## config.mk

```make
export PLATFORM = sky130hd
export DESIGN_NAME = pc_sequencer
export DESIGN_NICKNAME = d
export VERILOG_FILES = /design/src/rtl/pc_sequencer.sv
export SDC_FILE = /design/constraint.sdc
export NUM_CORES = 1
export LEC_CHECK = 0
export BUFFER_PORTS_ARGS = -buffer_cell sky130_fd_sc_hd__buf_4
export CAP_MARGIN = 20
export CORE_MARGIN = 3
export CORE_UTILIZATION = 45
export DETAILED_ROUTE_END_ITERATION = 10
export HOLD_SLACK_MARGIN = 0.08
export PLACE_DENSITY = 0.75
export SLEW_MARGIN = 0
export SYNTH_ARGS = -nofsm -noshare
export SYNTH_HDL_FRONTEND = slang
export SYNTH_SLANG_ARGS = --single-unit
```

## constraint.sdc

```tcl
create_clock -name clk -period 2.15 [get_ports clk]
set_input_delay 0 -clock clk [delete_from_list [all_inputs] [get_ports clk]]
set_output_delay 0 -clock clk [all_outputs]
set_load 0.1 [all_outputs]
```

## src/rtl/pc_sequencer.sv

```systemverilog
// Instruction-cycle controller: fetch, decode, execute, update of the PC.
// Optional PC_WRAP_HALT_EN: halt instead of wrapping on a non-branch at all ones.
module pc_sequencer #(
  parameter int               WIDTH        = 8,
  parameter logic [WIDTH-1:0] RESET_VECTOR = '0
) (
  input  logic             clk,
  input  logic             reset,
  input  logic             run,
  input  logic             halt_req,
  input  logic [WIDTH-1:0] pc_value,
  output logic             pc_inc,
  output logic             pc_load,
  output logic [WIDTH-1:0] pc_load_val,
  output logic             mem_req,
  output logic [WIDTH-1:0] mem_addr,
  input  logic             mem_ack,
  input  logic [7:0]       mem_rdata,
  output logic [7:0]       instr,
  output logic             instr_valid,
  input  logic             exec_done,
  input  logic             branch_taken,
  input  logic [WIDTH-1:0] branch_target,
  output logic             halted,
  output logic [2:0]       state
);

  typedef enum logic [2:0] {
    S_RST    = 3'd0,
    S_VECTOR = 3'd1,
    S_IDLE   = 3'd2,
    S_FETCH  = 3'd3,
    S_DECODE = 3'd4,
    S_EXEC   = 3'd5,
    S_UPDATE = 3'd6,
    S_HALT   = 3'd7
  } state_e;

  state_e           state_q, state_d;
  logic [WIDTH-1:0] addr_q, addr_d;
  logic [7:0]       instr_q, instr_d;
  logic             br_q, br_d;
  logic [WIDTH-1:0] tgt_q, tgt_d;
  logic             wrap_stop;

`ifdef PC_WRAP_HALT_EN
  logic max_q;

  // PC is stable from FETCH to UPDATE, so its all-ones flag is captured early
  always_ff @(posedge clk or negedge reset) begin
    if (!reset) begin
      max_q <= 1'b0;
    end else if (state_q == S_EXEC && exec_done) begin
      max_q <= &pc_value;
    end
  end

  assign wrap_stop = ~br_q & max_q;
`else
  assign wrap_stop = 1'b0;
`endif

  always_ff @(posedge clk or negedge reset) begin
    if (!reset) begin
      state_q <= S_RST;
      addr_q  <= '0;
      instr_q <= '0;
      br_q    <= 1'b0;
      tgt_q   <= '0;
    end else begin
      state_q <= state_d;
      addr_q  <= addr_d;
      instr_q <= instr_d;
      br_q    <= br_d;
      tgt_q   <= tgt_d;
    end
  end

  always_comb begin
    state_d = state_q;
    addr_d  = addr_q;
    instr_d = instr_q;
    br_d    = br_q;
    tgt_d   = tgt_q;
    unique case (state_q)
      S_RST:    state_d = S_VECTOR;
      S_VECTOR: state_d = S_IDLE;
      S_IDLE: begin
        if (halt_req) begin
          state_d = S_HALT;
        end else if (run) begin
          state_d = S_FETCH;
          addr_d  = pc_value;
        end
      end
      S_FETCH: begin
        if (mem_ack) begin
          instr_d = mem_rdata;
          state_d = S_DECODE;
        end
      end
      S_DECODE: state_d = S_EXEC;
      S_EXEC: begin
        if (exec_done) begin
          br_d    = branch_taken;
          tgt_d   = branch_target;
          state_d = S_UPDATE;
        end
      end
      S_UPDATE: begin
        if (wrap_stop || halt_req) begin
          state_d = S_HALT;
        end else begin
          // counter moves on this same edge; fetch from its new value
          state_d = S_FETCH;
          addr_d  = br_q ? tgt_q : pc_value + 1'b1;
        end
      end
      S_HALT: begin
        if (run && !halt_req) begin
          state_d = S_FETCH;
          addr_d  = pc_value;
        end
      end
    endcase
  end

  assign pc_inc      = (state_q == S_UPDATE) & ~br_q & ~wrap_stop;
  assign pc_load     = (state_q == S_VECTOR) |
                       ((state_q == S_UPDATE) & br_q);
  assign pc_load_val = (state_q == S_VECTOR) ? RESET_VECTOR :
                       ((state_q == S_UPDATE) & br_q) ? tgt_q : '0;
  assign mem_req     = (state_q == S_FETCH);
  assign mem_addr    = addr_q;
  assign instr       = instr_q;
  assign instr_valid = (state_q == S_DECODE);
  assign halted      = (state_q == S_HALT);
  assign state       = state_q;

endmodule

```

==> summary.md, run 1 <==
| Metric | Value |
|---|---|
| Gpl congestion | `0.888` |
| Synth Area in Compound Gates | `0.152` |
| FF/Latch Area | `704 um^2` |
| Synth Warn # | `0` |
| Die Span Y | `64.4 um` |
| H-Tree Depth | `1` |
| CP Class | `flop to output port` |
| Clock skew | `0.00319 ns` |
| CP Capture Type | `output port` |
| DRT Pass-1 Iters | `4` |
| Syn Nets | `175` |
| Congestion Overflow GR | `0` |
| CTS tree | `yes` |
| Maxcap violations | `0` |
| Post-synth top area share | `0.457` |
| Synth Area in Simple Gates | `0.193` |
| Layout area overhead | `55.3%` |
| Clk sinks | `28` |
| CTS Hold Bufs | `30` |
| Met1 Usage GRT | `0.254` |
| CP required | `2.15 ns` |
| Largest family of logic cells by synthesized area | `simple AND/OR/NAND/NOR gates` |
| Maximum buffer depth of the clock tree | `2` |
| Number of remaining DRC errors | `0` |
| Slew margin rel. | `0.559` |
| Final core occ | `0.755` |
| Register area share after synthesis | `0.457` |
| Cell taking the most area after synthesis | `dfrtp_1` |
| Main synth FF type | `dfrtp_1` |
| DR iter-0 viols | `76` |
| Area of the multi-input gates | `788 um^2` |
| Die width | `about 64 um` |
| Final Cycle Share | `0.875` |
| # rows | `20` |
| GR met2 Demand/Resource | `0.367` |
| Post-route minimum period | `about 1.9 ns` |
| Final setup viols | `0` |
| Syn Area/Cell | `10.7 um^2` |
| Layout cell share with drive strength beyond 1 | `0.455` |
| DIE AREA | `4140 um^2` |
| Post-Synth XOR/XNOR Area | `0` |
| Multiplexer share of the synthesized area | `0.145` |
| Initial antenna violation count | `0` |
| CP Data Arrival Time | `1.88 ns` |
| Grt peak-use layer | `met2` |
| Post-DP HPWL | `a little under 3 mm` |
| Final #Nets | `roughly 260` |
| Final WL | `4.06 mm` |
| Post-Layout Inst Area | `2380 um^2` |
| Clock Latency Late Sink | `0.34 ns` |
| Mapped Area | `1530 um^2` |
| Vias in the first global route | `1,460` |
| CTS clk-pin slew, worst paths | `0.15 ns` |
| Yosys reg bits | `28` |
| Number of CTS-inserted buffers | `3` |
| Dpl cell area | `2030 um^2` |
| Tightest Pin Transition | `0.662 ns` |
| DRT antenna net count | `0` |
| Post-synthesis cell type count | `36` |
| Starting density of the core | `0.486` |
| Crit path max fanout | `13` |
| Most frequent cell after synthesis | `dfrtp_1` |
| Sum of negative setup slack | `0 ns` |
| Fill cells | `225` |
| Final hold violations | `0` |
| CP Launch Type | `flop` |
| Pin count of the biggest net entering global routing | `29` |
| Peak Freq | `0.532 GHz` |
| Status | `finished, final reports clean` |
| Antenna Cells | `0` |
| Global Route Usage Sum | `0.208` |
| Number of port buffers | `62` |
| Number of synthesized flops with an enable pin | `0` |
| Wire length per cell | `14.7 um` |
| Syn Inst Count | `143` |
| Global-route wire length before repair | `about 6.8 mm` |
| Top cells by area, synth | `dfrtp_1, mux2_2, a21oi_1, and3_1, o21ai_0` |
| Hold Crit Class | `primary input to asynchronous set/reset pin` |
| RSZ-0062 raised after global routing | `no` |
| Post-cts resize count | `0` |
| Core Box Area | `3150 um^2` |
| DR vias | `1,485` |
| Post-synth top cells | `dfrtp_1, mux2_2, a21oi_1, o21ai_0, and3_1` |
| Root Buffer | `clkbuf_4` |
| Ys async rst share | `1.00` |
| GRT met3 Usage | `0.0527` |
| Via/cell ratio | `5.40` |
| Post-CTS Setup Inserts | `0` |
| Num ports | `63` |
| Adder-cell area share of the yosys netlist | `0.00816` |
| Fin. max-slew vios | `0` |
## placed cells by master, fill, tap and decap left out, types with 3 or more instances in the layout
cell type,instances
and3_2,6
a21oi_1,11
mux2_2,18
nand2_1,7
dfrtp_1,25
buf_4,63
dlygate4sd3_1,30
nand2b_1,3
nor2_1,3
o31ai_1,4
clkbuf_4,3
dfrtp_2,3
o22ai_1,3
nand3_1,3
or2_2,3
o21ai_0,9
## stage by stage
stage               worst slack, ns  hold slack [ns]  instances
floorplan                     0.156           -0.296        143
global placement              0.501          -0.0664        241
detailed placement            0.472          -0.0610        241
CTS                           0.273           0.0806        275
global route                  0.117           0.0954        275
finish                        0.269           0.0697        275
## logic make-up (layout without fill, tap and decap cells)
| kind of cell | after synthesis | in the layout |
|---|---|---|
| AO/OA/AOI/OAI | 36 | 36 |
| AND/OR/NAND/NOR | 47 | 47 |
| buffers and inverters | 11 | 99 |
| multiplexers | 20 | 20 |
| flip-flops | 28 | 28 |
| adder cells (fa/ha/maj) | 1 | 1 |
## layout make-up
type,count,share of cell area
Clock buffer,3,0.00946
Clock inverter,1,0.0126
Inverter,2,0.00315
Multi-Input combinational cell,104,0.331
Sequential cell,28,0.296
Tap cell,44,0.0231
Timing Repair Buffer,93,0.325
## routing by layer
layer | vias to the layer above | part of all wire
met5 | - | 0
met4 | 0 | 0.014
met1 | 718 | 0.41
li1 | 702 | -
met2 | 59 | 0.51
met3 | 6 | 0.070
## worst max-delay path: stages, from the launching register on
cell,delay (ns)
dfrtp_2,0.51
and3b_1,0.43
nand2_1,0.20
o21ai_2,0.11
buf_4,0.29
## sequential cells by signal (all words and copies together) (netlist names)
| register | flops |
|---|---|
| br_q | 1 |
| mem_addr | 8 |
| instr | 8 |
| tgt_q | 8 |
| state | 3 |
## final timing paths
kind,start,endpoint,slack [ns],depth (start not counted)
setup / recovery,state[0],pc_load,0.27,4
hold / removal,reset,instr[7],0.07,2
setup reg to reg,state[1],state[0],0.33,4
hold reg to reg,instr[3],instr[3],0.53,1
max in group asynchronous,reset,state[2],1.80,2
min in group clk,halt_req,state[2],0.27,4
Power of run 1 is not shown: default switching activity piles up to over one toggle a cycle in this logic, so the estimate is an artifact.
==> run 2, diff against run 1 <==
==> constraint.sdc (replaced) <==
create_clock -name clk -period 2.1 [get_ports clk]
set_input_delay 0 -clock clk [delete_from_list [all_inputs] [get_ports clk]]
set_output_delay 0 -clock clk [all_outputs]
set_load 0.1 [all_outputs]
==> summary.md, run 2 (synthesized netlist as in run 1, its figures left out) <==
| Metric | Value |
|---|---|
| Fill cells | `230` |
| Sum of negative setup slack | `0 ns` |
| DR iter-0 viols | `85` |
| Maxcap violations | `0` |
| Largest stage delay, worst path | `0.56 ns` |
| Critical path's slowest cell | `dfrtp_2` |
| Num ports | `63` |
| Final setup viols | `0` |
| Pin count of the biggest net entering global routing | `29` |
| Most common cell after layout, fill and taps aside | `buf_4` |
| Crit-path leading delay family | `simple AND/OR/NAND/NOR gates` |
| Die Span Y | `approximately 64 um` |
| CTS Hold Bufs | `30` |
| CP Data Arrival Time | `1.89 ns` |
| R2r startpoint | `state[1]` |
| CP cell instances | `and3b_1 -> nand2_1 -> o21ai_2 -> buf_4` |
| Post-CTS Setup Inserts | `0` |
| Clk sinks | `28` |
| DRT Pass-1 Iters | `4` |
| Commonest cells after routing, fill and taps aside | `buf_4, dlygate4sd3_1, dfrtp_1, mux2_2, a21oi_1` |
| Post-cts resize count | `0` |
| Number of port buffers | `62` |
| Initial antenna violation count | `0` |
| Final cell count without fillers | `roughly 280` |
| Post-route minimum period | `1.89 ns` |
| Final Cycle Share | `0.898` |
| Die width | `between 60 and 70 um` |
| Global-route wire length before repair | `7.09 mm` |
| Crit path max fanout | `12` |
| Final setup margin | `around 0.21 ns` |
| Layout cell share with drive strength beyond 1 | `0.455` |
| CP required | `2.10 ns` |
| DRT antenna net count | `0` |
| Pre-CTS setup slack | `~0.41 ns` |
| RSZ-0062 raised after global routing | `no` |
| Congestion Overflow GR | `0` |
| Via/cell ratio | `5.28` |
| Final #Nets | `around 260` |
| Final hold violations | `0` |
| Final WL | `4.25 mm` |
| Root Buffer | `clkbuf_4` |
| Clock skew | `0.00896 ns` |
| DIE AREA | `about 4100 um^2` |
| CP Launch Type | `flop` |
| Hold Crit Class | `primary input to asynchronous set/reset pin` |
| CTS tree | `yes` |
| CP Class | `flop to output port` |
| Reg-to-Reg End | `state[0]` |
| CTS clk-pin slew, worst paths | `0.16 ns` |
| Antenna Cells | `0` |
| Wire length per cell | `15.4 um` |
| Gpl congestion | `0.837` |
| Tightest Pin Transition | `between 0.5 and 0.6 ns` |
| Worst reg2reg setup slack | `0.25 ns` |
| CP Capture Type | `output port` |
| Clock Latency Late Sink | `0.34 ns` |
| Layout area overhead | `54.3%` |
| DR vias | `around 1,500` |
| Post-DP HPWL | `2.89 mm` |
| Number of remaining DRC errors | `0` |
| Peak Freq | `0.530 GHz` |
| H-Tree Depth | `1` |
| Global Route Usage Sum | `0.219` |
| Fin. max-slew vios | `0` |
| Slew margin rel. | `0.601` |
| Bufs and invs on worst path | `1` |
| Core Box Area | `3150 um^2` |
| Vias in the first global route | `1,510` |
| Post-Place Cells | `about 240` |
| Starting density of the core | `0.486` |
| # rows | `20` |
| Maximum buffer depth of the clock tree | `2` |
| R2r worst-path depth | `4` |
| Final core occ | `0.750` |
| Status | `finished, final reports clean` |
| Number of CTS-inserted buffers | `3` |
[run 2: changes by cell type in the layout (fill, tap and decap cells not counted), sizes merged]
| cell | change |
|---|---|
| bufinv | -1 |
| clkbuf | +1 |
[run 2: worst max-delay path by stage]
stage | from | to | slack (ns) | cells after the start
global placement | state[1] | mem_addr[4] | 0.44 | 4
CTS | state[1] | pc_load | 0.21 | 4
detailed placement | state[1] | mem_addr[4] | 0.41 | 4
floorplan | state[0] | mem_addr[3] | 0.11 | 5
global route | state[1] | state[0] | 0.09 | 4
finish | state[1] | pc_load | 0.21 | 4
[run 2: routing by layer]
metal  track usage  wire length, um  vias up  share of wire
met1         0.259             1730      688           0.41
met5             0                0        -              0
met3        0.0527              248       10          0.058
met2         0.388             2190       51           0.52
met4        0.0660               70        0          0.016
li1              -                -      702              -
[run 2: layout make-up]
type / instances / area (um^2) / area share
Inverter: 2 / 7.51 / 0.00317
Tap cell: 44 / 55.1 / 0.0233
Multi-Input combinational cell: 104 / 788 / 0.333
Timing Repair Buffer: 93 / 773 / 0.327
Clock buffer: 4 / 36.3 / 0.0153
Sequential cell: 28 / 704 / 0.298
[run 2: worst register-to-register path, stage by stage, from the launching register on]
cell	delay, ns
dfrtp_2	0.56
nand2b_1	0.28
nor4_1	0.29
a21oi_1	0.08
dlygate4sd3_1	0.56
[run 2: stage by stage]
step	hold slack (ns)	instance area, um^2
6_report	0.0927	2360
5_1_grt	0.123	2360
4_1_cts	0.0953	2360
3_5_place_dp	-0.0568	2030
3_3_place_gp	-0.0651	2030
2_1_floorplan	-0.296	1560
Power of run 2 is left out for the same reason.
